--- src/rtl/seg_scan.sv ---
// seg_scan -- four-digit multiplexed seven-segment scanner.
// Shows one hex digit at a time, advancing on each upstream TICK strobe, with
// DEAD all-off cycles between digits to stop ghosting on the display.
// Inputs are snapshotted once per frame, so a frame always shows one
// consistent value.
// Ports:
//   CLK    - sole clock, rising edge
//   RST_N  - asynchronous active-low reset
//   TICK   - one-cycle advance strobe from the clock divider
//   DATA   - four hex digits, DATA[4i+3:4i] is digit i
//   DP     - decimal point request per digit
//   BLANK  - per-digit blanking
//   DS_SEG - segments {g,f,e,d,c,b,a}, lit level SEG_ON
//   DS_DP  - decimal point segment, lit level SEG_ON
//   DS_EN  - digit enables, lit level EN_ON, bit i is digit i
//   FRAME  - one-cycle pulse marking a new input snapshot
module seg_scan #(
  parameter int unsigned DEAD   = 4,
  parameter logic        EN_ON  = 1'b1,
  parameter logic        SEG_ON = 1'b1
) (
  input  logic        CLK,
  input  logic        RST_N,
  input  logic        TICK,
  input  logic [15:0] DATA,
  input  logic [3:0]  DP,
  input  logic [3:0]  BLANK,
  output logic [6:0]  DS_SEG,
  output logic        DS_DP,
  output logic [3:0]  DS_EN,
  output logic        FRAME
);

  localparam logic [7:0] DEAD_LD = 8'(DEAD);
  localparam bit         NO_DEAD = (DEAD == 0);

  typedef enum logic [1:0] {
    ST_IDLE = 2'd0,
    ST_DEAD = 2'd1,
    ST_SHOW = 2'd2
  } state_t;

  state_t      r_state;
  logic [1:0]  r_idx;
  logic [7:0]  r_cnt;
  logic [15:0] r_data;
  logic [3:0]  r_dp;
  logic [3:0]  r_blank;
  logic        r_frame_pend;

  state_t      w_state_nxt;
  logic [1:0]  w_idx_nxt;
  logic [7:0]  w_cnt_nxt;
  logic        w_snap;

  logic [3:0]  w_en_nxt;
  logic [6:0]  w_seg_nxt;
  logic        w_dp_nxt;

  // Active-high gfedcba pattern for one hex nibble.
  function automatic logic [6:0] seg_decode(input logic [3:0] nib);
    logic [6:0] pat;
    case (nib)
      4'h0:    pat = 7'h3F;
      4'h1:    pat = 7'h06;
      4'h2:    pat = 7'h5B;
      4'h3:    pat = 7'h4F;
      4'h4:    pat = 7'h66;
      4'h5:    pat = 7'h6D;
      4'h6:    pat = 7'h7D;
      4'h7:    pat = 7'h07;
      4'h8:    pat = 7'h7F;
      4'h9:    pat = 7'h6F;
      4'hA:    pat = 7'h77;
      4'hB:    pat = 7'h7C;
      4'hC:    pat = 7'h39;
      4'hD:    pat = 7'h5E;
      4'hE:    pat = 7'h79;
      4'hF:    pat = 7'h71;
      default: pat = 7'h00;
    endcase
    return pat;
  endfunction

  // State register, digit index, dead counter and per-frame input snapshot.
  always_ff @(posedge CLK or negedge RST_N) begin
    if (!RST_N) begin
      r_state      <= ST_IDLE;
      r_idx        <= 2'd0;
      r_cnt        <= 8'd0;
      r_data       <= 16'h0000;
      r_dp         <= 4'h0;
      r_blank      <= 4'h0;
      r_frame_pend <= 1'b0;
    end else begin
      r_state      <= w_state_nxt;
      r_idx        <= w_idx_nxt;
      r_cnt        <= w_cnt_nxt;
      r_frame_pend <= w_snap;
      if (w_snap) begin
        r_data  <= DATA;
        r_dp    <= DP;
        r_blank <= BLANK;
      end
    end
  end

  // Next-state logic. TICK is only honoured in IDLE and SHOW, so strobes that
  // land in the dead gap (including its last cycle) are dropped, not queued.
  always_comb begin
    w_state_nxt = r_state;
    w_idx_nxt   = r_idx;
    w_cnt_nxt   = r_cnt;
    w_snap      = 1'b0;
    case (r_state)
      ST_IDLE: begin
        if (TICK) begin
          w_snap    = 1'b1;
          w_idx_nxt = 2'd0;
          w_cnt_nxt = DEAD_LD;
          if (NO_DEAD) w_state_nxt = ST_SHOW;
          else         w_state_nxt = ST_DEAD;
        end else begin
          w_state_nxt = ST_IDLE;
        end
      end
      ST_DEAD: begin
        // Counter is loaded with DEAD on entry; leave after DEAD cycles.
        if (r_cnt <= 8'd1) begin
          w_state_nxt = ST_SHOW;
          w_cnt_nxt   = 8'd0;
        end else begin
          w_cnt_nxt   = r_cnt - 8'd1;
        end
      end
      ST_SHOW: begin
        if (TICK) begin
          w_idx_nxt = r_idx + 2'd1;
          w_snap    = (r_idx == 2'd3);
          w_cnt_nxt = DEAD_LD;
          if (NO_DEAD) w_state_nxt = ST_SHOW;
          else         w_state_nxt = ST_DEAD;
        end else begin
          w_state_nxt = ST_SHOW;
        end
      end
      default: begin
        w_state_nxt = ST_IDLE;
        w_idx_nxt   = 2'd0;
        w_cnt_nxt   = 8'd0;
      end
    endcase
  end

  // Display values for the current state; only SHOW of an unblanked digit
  // lights anything, and then only the one enable bit for r_idx.
  always_comb begin
    w_en_nxt  = {4{~EN_ON}};
    w_seg_nxt = {7{~SEG_ON}};
    w_dp_nxt  = ~SEG_ON;
    if ((r_state == ST_SHOW) && !r_blank[r_idx]) begin
      w_en_nxt[r_idx] = EN_ON;
      w_seg_nxt       = seg_decode(r_data[{r_idx, 2'b00} +: 4]) ^ {7{~SEG_ON}};
      if (r_dp[r_idx]) w_dp_nxt = SEG_ON;
      else             w_dp_nxt = ~SEG_ON;
    end else begin
      w_en_nxt = {4{~EN_ON}};
    end
  end

  // Output registers; reset drives the display dark immediately.
  always_ff @(posedge CLK or negedge RST_N) begin
    if (!RST_N) begin
      DS_EN  <= {4{~EN_ON}};
      DS_SEG <= {7{~SEG_ON}};
      DS_DP  <= ~SEG_ON;
      FRAME  <= 1'b0;
    end else begin
      DS_EN  <= w_en_nxt;
      DS_SEG <= w_seg_nxt;
      DS_DP  <= w_dp_nxt;
      FRAME  <= r_frame_pend;
    end
  end

endmodule

--- config.mk ---
export PLATFORM = sky130hd
export DESIGN_NAME = seg_scan
export DESIGN_NICKNAME = d
export VERILOG_FILES = /design/src/rtl/seg_scan.sv
export SDC_FILE = /design/constraint.sdc
export NUM_CORES = 1
export LEC_CHECK = 0
export ABC_AREA = 1
export BUFFER_PORTS_ARGS = -buffer_cell sky130_fd_sc_hd__buf_2
export CORE_UTILIZATION = 45
export DETAILED_ROUTE_END_ITERATION = 12
export PLACE_DENSITY = 0.66
export SYNTH_ARGS = -nofsm -noshare
export SYNTH_HDL_FRONTEND = slang
export SYNTH_SLANG_ARGS = --single-unit
--- constraint.sdc ---
create_clock -name CLK -period 3 [get_ports CLK]
set_input_delay 0.3 -clock CLK [delete_from_list [all_inputs] [get_ports CLK]]
set_output_delay 0.3 -clock CLK [all_outputs]
set_load 0.02 [all_outputs]
==> results of run 1 <==
==> critical path, stage by stage, from the launching register on <==
cell and delay (ps):
dfrtp_1 710, inv_2 270, nand2_1 130, nand3_2 70, nand2_2 180, inv_1 80, ha_1 250, inv_1 60
nand2_1 60, nand2_1 60, nor2_1 40, nor2_1 100
==> cell families after synthesis <==
logic type / Yosys count / synth area share [%]
fa+ha+maj: 12 / 5.82
compound gates: 26 / 5.82
flops: 50 / 48.5
buf+inv: 37 / 6.69
xor+xnor: 5 / 1.70
simple gates: 180 / 31.5
==> synthesized netlist by cell type, types with 2 or more instances <==
cell / count
a21oi_1: 4
buf_4: 4
buf_6: 2
dfrtp_1: 50
ha_1: 12
inv_1: 24
inv_2: 5
nand2_1: 109
nand2_2: 8
nand2_4: 3
nand3_1: 15
nand3_2: 6
nor2_1: 33
o21ai_0: 10
o21ai_1: 8
xnor2_1: 2
xor2_1: 3
==> sequential cells by signal (all words and copies together), names as in the netlist <==
register / flops
FRAME: 1
DS_DP: 1
DS_SEG: 7
r_data: 16
r_cnt: 8
r_blank: 4
DS_EN: 4
r_idx: 2
r_state: 2
r_dp: 4
r_frame_pend: 1
==> per-stage QoR <==
stage / cell area (sq um) / hold slack (ps) / cells
final: 2900 / 64.8 / 421
after global routing: 2900 / 102 / 421
after CTS: 2900 / 85.0 / 421
after detailed placement: 2820 / 337 / 415
after global placement: 2820 / 352 / 415
after floorplan: 2580 / 4.41 / 310
==> layer usage <==
layer / up-vias / share of wire (%) / track usage, %
li1: 1033 / - / -
met1: 864 / 53 / 26.4
met2: 47 / 40 / 26.0
met3: 5 / 5.0 / 4.82
met4: 0 / 1.1 / 6.42
met5: - / 0 / 0
==> worst min path at each step <==
stage                      start      endpoint  slack [ps]  depth (start not counted)
CTS                        RST_N  r_frame_pend          90                          1
finish                     RST_N         DS_DP          60                          1
global placement    r_frame_pend         FRAME         350                          0
detailed placement  r_frame_pend         FRAME         340                          0
global route               RST_N     r_data[1]         100                          1
floorplan                  RST_N         DS_DP           4                          0
==> power by group through the flow <==
| stage | sequential [W] | combinational, W | clock (W) |
|---|---|---|---|
| 3_3_place_gp | 0.00111 | 0.00144 | 0 |
| 2_1_floorplan | 0.00111 | 0.00118 | 0 |
| 4_1_cts | 0.00110 | 0.00148 | 0.000397 |
| 6_report | 0.00110 | 0.00146 | 0.000384 |
| 3_5_place_dp | 0.00111 | 0.00147 | 0 |
| 5_1_grt | 0.00114 | 0.00170 | 0.000424 |
==> layout make-up <==
cell class                 count  area [sq um]  area share (%)
multi-input combinational    223          1160            39.9
timing repair buffer          40           203            6.99
inverter                      30           115            3.97
sequential                    50          1250            43.2
tap                           72          90.1            3.11
clock buffer                   6          82.6            2.85
==> metrics, run 1 <==
run status=finished clean; Post-Route Setup TNS=0 ps; diodes inserted=0; clock network power share=13.0%; count of pins over their slew limit=0; Post-Synthesis Mean Instance Area=8.33 sq um; end point of the critical path=DS_SEG[0]; Yosys top cell area share=48.5%; post-layout util=52.6%; area of the die=6040 sq um; number of maximum-capacitance constraint violations=0; clock-pin slew on the worst setup and hold paths=80 ps; asr flop ratio synth=100%; initial core utilization=46.9%; maximum level of the CTS H-tree=2; residual DRC count=0; post-synth net total=349; combinational cell fraction of total power=49.7%; HPWL Detailed=3.45 mm; antenna viol nets, final=0; clock tree from TritonCTS=done; source-to-sink clock delay at the later pin of the worst-skew pair=300 ps; antenna violations before repair=0; switching power share of the total=45.0%; min Tclk post-route=2090 ps; post-route worst setup slack=914 ps; number of design-rule violations left by the first detailed-router iteration=94; count of buffers added by post-CTS timing repair for setup=0; maximum number of pins on one net before global-route repair=35; commonest non-fill, non-tap cell in the layout=nand2_1; critical path launch point type=flip-flop; net count reported at finish=389; post-route fraction of the period consumed by the critical path=69.5%; worst slack after detailed placement=920 ps; number of placement rows=27; crit path launch=r_idx[0]; power density over cell area=1020 nW/um^2; count of endpoints failing hold in the final timing report=0; Worst setup EP type=flip-flop; share of power burned in registers=37.3%; sequential-to-total area share from yosys stat=48.5%; cts bufs inserted=5; Max Fclk=479 MHz; post-synthesis instance area=2580 sq um; Area Overhead vs Synth=12.3%; total length of routed wires=4.78 mm; per-cell via count in the routed design=4.63; Worst Hold Class=in2async; I/O Buffers=39; total global routing track utilization=18.2%; synthesis warning total=0; largest buffer count on any clock path=2; GR Overflow Total=0; worst reg-to-reg path cell count=11; clock skew after layout=6.75 ps; leakage dissipation=1.57 nW; number of enable-type register cells in the synthesized netlist=0; wire length of the first global-routing pass=8.49 mm; data arrival time of the worst path=2320 ps; width of the chip=77.7 um; IO Pins=40; hold-fix buffer count after cts=0; Clk Tree Root Cell=clkbuf_8; proportion of layout cells with a drive suffix above 1=21.8%; relative max-transition margin=49.9%; final setup violation count=0; Setup Crit Path Kind=reg2reg; internal power consumption=0.00162 W; most area-hungry cell type in the Yosys netlist=dfrtp_1; Overall Power=0.00295 W; capture point of the worst reg-to-reg path=DS_SEG[0]; per-cell routed wire length=11.4 um; Worst Path Required=3240 ps; gate count after technology mapping=310; top post-synthesis cells by area=dfrtp_1 (48%), nand2_1 (16%), ha_1 (5.8%); post-cts resize count=0; total core area=5510 sq um; Max VDD drop=0.447 mV; power dissipated by switching net loads=0.00133 W; Synth Register Bits=50; clock sink total=50; Slew @ Worst Pin=752 ps; y dimension of the die=77.7 um; unrepaired setup endpoints after global routing=no; Worst R2R Setup Slack=910 ps; via count of the first global-routing pass=1,850; FILL cells=557; Initial DRT Pass Iterations=4; reg-to-reg critical path startpoint=r_idx[0]; distinct cell type count after synthesis=29; most frequent cells in the layout=nand2_1 (109), dfrtp_1 (50), buf_2 (39), nor2_1 (33), inv_1 (24); Most used DFF post-synth=dfrtp_1; overall via count from detail_route=1,949; routability congestion estimate from global placement=0.786; peak fanout along the critical path=16
Note: power is estimated with default switching activity, not from simulation.
==> run 2, diff against run 1 <==
--- a/config.mk
+++ b/config.mk
@@ -9,7 +9,7 @@
 export BUFFER_PORTS_ARGS = -buffer_cell sky130_fd_sc_hd__buf_2
 export CORE_UTILIZATION = 45
 export DETAILED_ROUTE_END_ITERATION = 12
-export PLACE_DENSITY = 0.66
+export PLACE_DENSITY = 0.68
 export SYNTH_ARGS = -nofsm -noshare
 export SYNTH_HDL_FRONTEND = slang
 export SYNTH_SLANG_ARGS = --single-unit
==> constraint.sdc (replaced) <==
create_clock -name CLK -period 1.9 [get_ports CLK]
set_input_delay 0.19 -clock CLK [delete_from_list [all_inputs] [get_ports CLK]]
set_output_delay 0.19 -clock CLK [all_outputs]
set_load 0.02 [all_outputs]
==> metrics, run 2 (synthesized netlist as in run 1, its figures left out) <==
Slew @ Worst Pin=607 ps; I/O Buffers=39; clock network power share=15.2%; Setup Crit Path Kind=reg2reg; commonest non-fill, non-tap cell in the layout=nand2_1; maximum level of the CTS H-tree=2; per-cell via count in the routed design=4.63; post-cts resize count=0; clock skew after layout=5.30 ps; peak fanout along the critical path=8; overall via count from detail_route=1,977; non-filler cells, final=427; residual DRC count=0; number of placement rows=27; count of pins over their slew limit=0; diodes inserted=0; FILL cells=538; most frequent cells in the layout=nand2_1 (109), dfrtp_1 (48), buf_2 (39), nor2_1 (33), inv_1 (24); unrepaired setup endpoints after global routing=no; HPWL Detailed=3.43 mm; wire length of the first global-routing pass=8.62 mm; run status=complete, but fails checks; power dissipated by switching net loads=0.00212 W; cts bufs inserted=5; number of design-rule violations left by the first detailed-router iteration=102; post-route worst setup slack=222 ps; Max VDD drop=0.581 mV; source-to-sink clock delay at the later pin of the worst-skew pair=300 ps; largest registers=r_data: 16 flops, r_cnt: 8 flops, DS_SEG: 7 flops; critical path launch point type=flip-flop; Worst setup EP type=flip-flop; clock tree from TritonCTS=done; width of the chip=77.7 um; GR Overflow Total=0; count of endpoints failing hold in the final timing report=50; data arrival time of the worst path=1870 ps; Initial DRT Pass Iterations=4; final setup violation count=0; hold-fix buffer count after cts=0; post-route fraction of the period consumed by the critical path=88.3%; violated checks=negative hold slack; total core area=5510 sq um; Worst Hold Class=in2async; share of power burned in registers=35.6%; clock sink total=50; antenna viol nets, final=0; routability congestion estimate from global placement=0.813; largest buffer count on any clock path=2; per-cell routed wire length=11.0 um; Max Fclk=596 MHz; number of maximum-capacitance constraint violations=0; post-placement cell count=419; y dimension of the die=77.7 um; relative max-transition margin=59.5%; min Tclk post-route=1680 ps; Area Overhead vs Synth=14.6%; maximum number of pins on one net before global-route repair=51; power density over cell area=1630 nW/um^2; net count reported at finish=393; reg-to-reg critical path startpoint=r_idx[0]; total length of routed wires=4.72 mm; via count of the first global-routing pass=1,903; antenna violations before repair=0; internal power consumption=0.00272 W; switching power share of the total=43.9%; initial core utilization=46.9%; worst slack after detailed placement=185 ps; clock-pin slew on the worst setup and hold paths=90 ps; Post-Route Setup TNS=0 ps; largest register by flop count=r_data; leakage dissipation=1.60 nW; post-route worst hold slack=-23.4 ps; combinational cell fraction of total power=49.2%; proportion of layout cells with a drive suffix above 1=23.4%; crit path launch=r_idx[0]; count of buffers added by post-CTS timing repair for setup=0; IO Pins=40; total global routing track utilization=18.2%; Worst Path Required=2090 ps; area of the die=6040 sq um; post-layout util=53.7%; number of flip-flops under the largest register name=16; Clk Tree Root Cell=clkbuf_8
## run 2: cell types whose count changed in the layout (fill, tap and decap cells not counted), sizes merged
cell	previous run	this run
bufinv	0	1
clkinvlp	0	1
buf	40	44
## run 2: power by group through the flow
stage          sequential [W]  clock, W  combinational (W)
2_1_floorplan         0.00175         0            0.00186
3_3_place_gp          0.00173         0            0.00235
3_5_place_dp          0.00174         0            0.00238
4_1_cts               0.00172  0.000761            0.00239
5_1_grt               0.00177  0.000810            0.00278
6_report              0.00172  0.000737            0.00238
## run 2: metal layers
layer | share of wire, % | up-vias | global-route usage [%]
met4 | 0.91 | 0 | 5.09
met5 | 0 | - | 0
met3 | 4.6 | 7 | 4.12
li1 | - | 1049 | -
met2 | 40 | 46 | 26.5
met1 | 54 | 875 | 26.9
## run 2: path summary, 6_finish.rpt
path                             end  slack, ps  depth (start not counted)
setup / recovery           DS_SEG[1]        220                          8
hold / removal              r_cnt[1]        -20                          2
setup reg to reg           DS_SEG[1]        220                          8
hold reg to reg                FRAME        360                          0
max in group asynchronous   r_idx[1]       1490                          2
min in group CLK           r_data[5]         70                          3
## run 2: worst max-delay path, stage by stage (launching register included)
cell     delay, ps
dfrtp_2        480
inv_2          160
nand2_1         90
nand3_2         70
nand2_2        110
ha_1           300
nand3_1        110
o21ai_0        170
nor2_1          70
## run 2: through the flow
| step | cell area (sq um) | total power, W |
|---|---|---|
| 6_report | 2960 | 0.00484 |
| 5_1_grt | 2960 | 0.00536 |
| 4_1_cts | 2960 | 0.00487 |
| 3_5_place_dp | 2850 | 0.00412 |
| 2_1_floorplan | 2580 | 0.00362 |
| 3_3_place_gp | 2850 | 0.00408 |
## run 2: cell type report
type	instances	area [sq um]	area share [%]
clock buffer	6	72.6	2.45
tap	72	90.1	3.04
clock inverter	2	37.5	1.27
sequential	50	1250	42.4
multi-input combinational	223	1160	39.1
inverter	30	115	3.89
timing repair buffer	44	233	7.86
==> run 3, diff against run 2 <==
--- a/config.mk
+++ b/config.mk
@@ -7,6 +7,7 @@
 export LEC_CHECK = 0
 export ABC_AREA = 1
 export BUFFER_PORTS_ARGS = -buffer_cell sky130_fd_sc_hd__buf_2
+export CORE_MARGIN = 2
 export CORE_UTILIZATION = 45
 export DETAILED_ROUTE_END_ITERATION = 12
 export PLACE_DENSITY = 0.68
==> metrics, run 3 (synthesized netlist as in run 1, its figures left out) <==
post-placement cell area=2870 sq um; relative max-transition margin=70.9%; per-cell via count in the routed design=4.69; stage delay of the slowest cell on the critical path=480 ps; number of maximum-capacitance constraint violations=0; Area Overhead vs Synth=16.1%; per-cell routed wire length=11.4 um; clock skew after layout=9.98 ps; clock sink total=50; Max VDD drop=0.672 mV; proportion of layout cells with a drive suffix above 1=23.7%; total core area=5510 sq um; routability congestion estimate from global placement=0.875; run status=finished clean; most frequent cells in the layout=nand2_1 (109), dfrtp_1 (49), buf_2 (39), nor2_1 (33), inv_1 (24); number of design-rule violations left by the first detailed-router iteration=109; net count reported at finish=396; power density over cell area=1630 nW/um^2; largest register by flop count=r_data; overall via count from detail_route=2,018; power dissipated by switching net loads=0.00216 W; unrepaired setup endpoints after global routing=no; largest buffer count on any clock path=2; source-to-sink clock delay at the later pin of the worst-skew pair=310 ps; width of the chip=79.7 um; commonest non-fill, non-tap cell in the layout=nand2_1; peak fanout along the critical path=8; share of power burned in registers=35.1%; total length of routed wires=4.90 mm; GR Overflow Total=0; non-filler cells, final=430; post-route fraction of the period consumed by the critical path=89.5%; Worst setup EP type=flip-flop; slowest cell on the critical path=dfrtp_1; antenna viol nets, final=0; critical path launch point type=flip-flop; post-placement cell count=421; switching power share of the total=44.0%; Overall Power=0.00490 W; count of endpoints failing hold in the final timing report=0; largest registers=r_data: 16 flops, r_cnt: 8 flops, DS_SEG: 7 flops; IO Pins=40; residual DRC count=0; clock tree from TritonCTS=done; number of flip-flops under the largest register name=16; Initial DRT Pass Iterations=4; y dimension of the die=79.7 um; I/O Buffers=39; initial core utilization=46.9%; area of the die=6360 sq um; Max Fclk=588 MHz; antenna violations before repair=0; Clk Tree Root Cell=clkbuf_8; count of buffers added by post-CTS timing repair for setup=0; min Tclk post-route=1700 ps; wire length of the first global-routing pass=8.93 mm; post-layout util=54.4%; critical path cell sequence=inv_2, nand2_1, nand3_2, nand2_2, inv_1, ha_1, nand3_1, a21oi_1, nor2_1; maximum number of pins on one net before global-route repair=32; FILL cells=515; clock network power share=15.4%; Worst Hold Class=in2reg; combinational cell fraction of total power=49.5%; total global routing track utilization=18.0%; via count of the first global-routing pass=1,965; data arrival time of the worst path=1900 ps; maximum level of the CTS H-tree=2; HPWL Detailed=3.67 mm; final setup violation count=0; number of placement rows=27; final instance area=3000 sq um; internal power consumption=0.00274 W; Worst Path Required=2100 ps; leakage dissipation=1.62 nW; Slew @ Worst Pin=436 ps; diodes inserted=0; cts bufs inserted=5; clock-pin slew on the worst setup and hold paths=90 ps; count of pins over their slew limit=0; Post-Route Setup TNS=0 ps; Setup Crit Path Kind=reg2reg
==> run 3: area by class of cell <==
type                       instances  area (sq um)  share of cell area, %
sequential                        50          1250                   41.8
multi-input combinational        223          1160                   38.6
timing repair buffer              47           270                   9.02
inverter                          30           115                   3.84
tap                               72          90.1                   3.01
clock buffer                       5          68.8                   2.30
clock inverter                     3          43.8                   1.46
==> run 3: metal layers <==
metal  part of all wire, %  global-route usage [%]  up-vias
met1                    51                    24.9      913
met4                   1.6                    7.29        0
met5                     0                       0        -
met2                    43                    27.3       44
met3                   4.9                    4.41        7
li1                      -                       -     1054
==> run 3: stage by stage <==
| stage | setup WS, ps | hold WS (ps) |
|---|---|---|
| finish | 199 | 67.3 |
| global route | 33.8 | 62.1 |
| CTS | 107 | 54.6 |
| detailed placement | 149 | 166 |
| global placement | 261 | 166 |
| floorplan | 346 | -106 |
==> run 3: power groups by stage <==
stage,logic [W],clock network (W),registers (W)
finish,0.00243,0.000754,0.00172
detailed placement,0.00243,0,0.00174
CTS,0.00244,0.000781,0.00172
global route,0.00280,0.000826,0.00178
floorplan,0.00186,0,0.00175
global placement,0.00239,0,0.00173
==> run 3: critical path: cells and delay by family (launching register included) <==
kind            cells  cell delay [ps]
compound gates      1              190
fa+ha+maj           1              180
buf+inv             2              280
flops               1              480
simple gates        5              460
==> run 3: final timing paths <==
check	end	slack, ps	cells past startpoint	startpoint
setup / recovery	DS_SEG[5]	200	9	r_idx[0]
setup reg to reg	DS_SEG[5]	200	9	r_idx[0]
max in group asynchronous	r_idx[1]	960	3	RST_N
min in group asynchronous	r_dp[1]	350	2	RST_N
hold reg to reg	FRAME	360	0	r_frame_pend
hold / removal	r_dp[0]	70	3	DP[0]
==> run 3: repair_timing <==
item	in CTS	in global routing
hold buffers	1	0
hold endpoints to repair	18	0
endpoints found under the setup margin	0	5
gates resized for setup	0	1
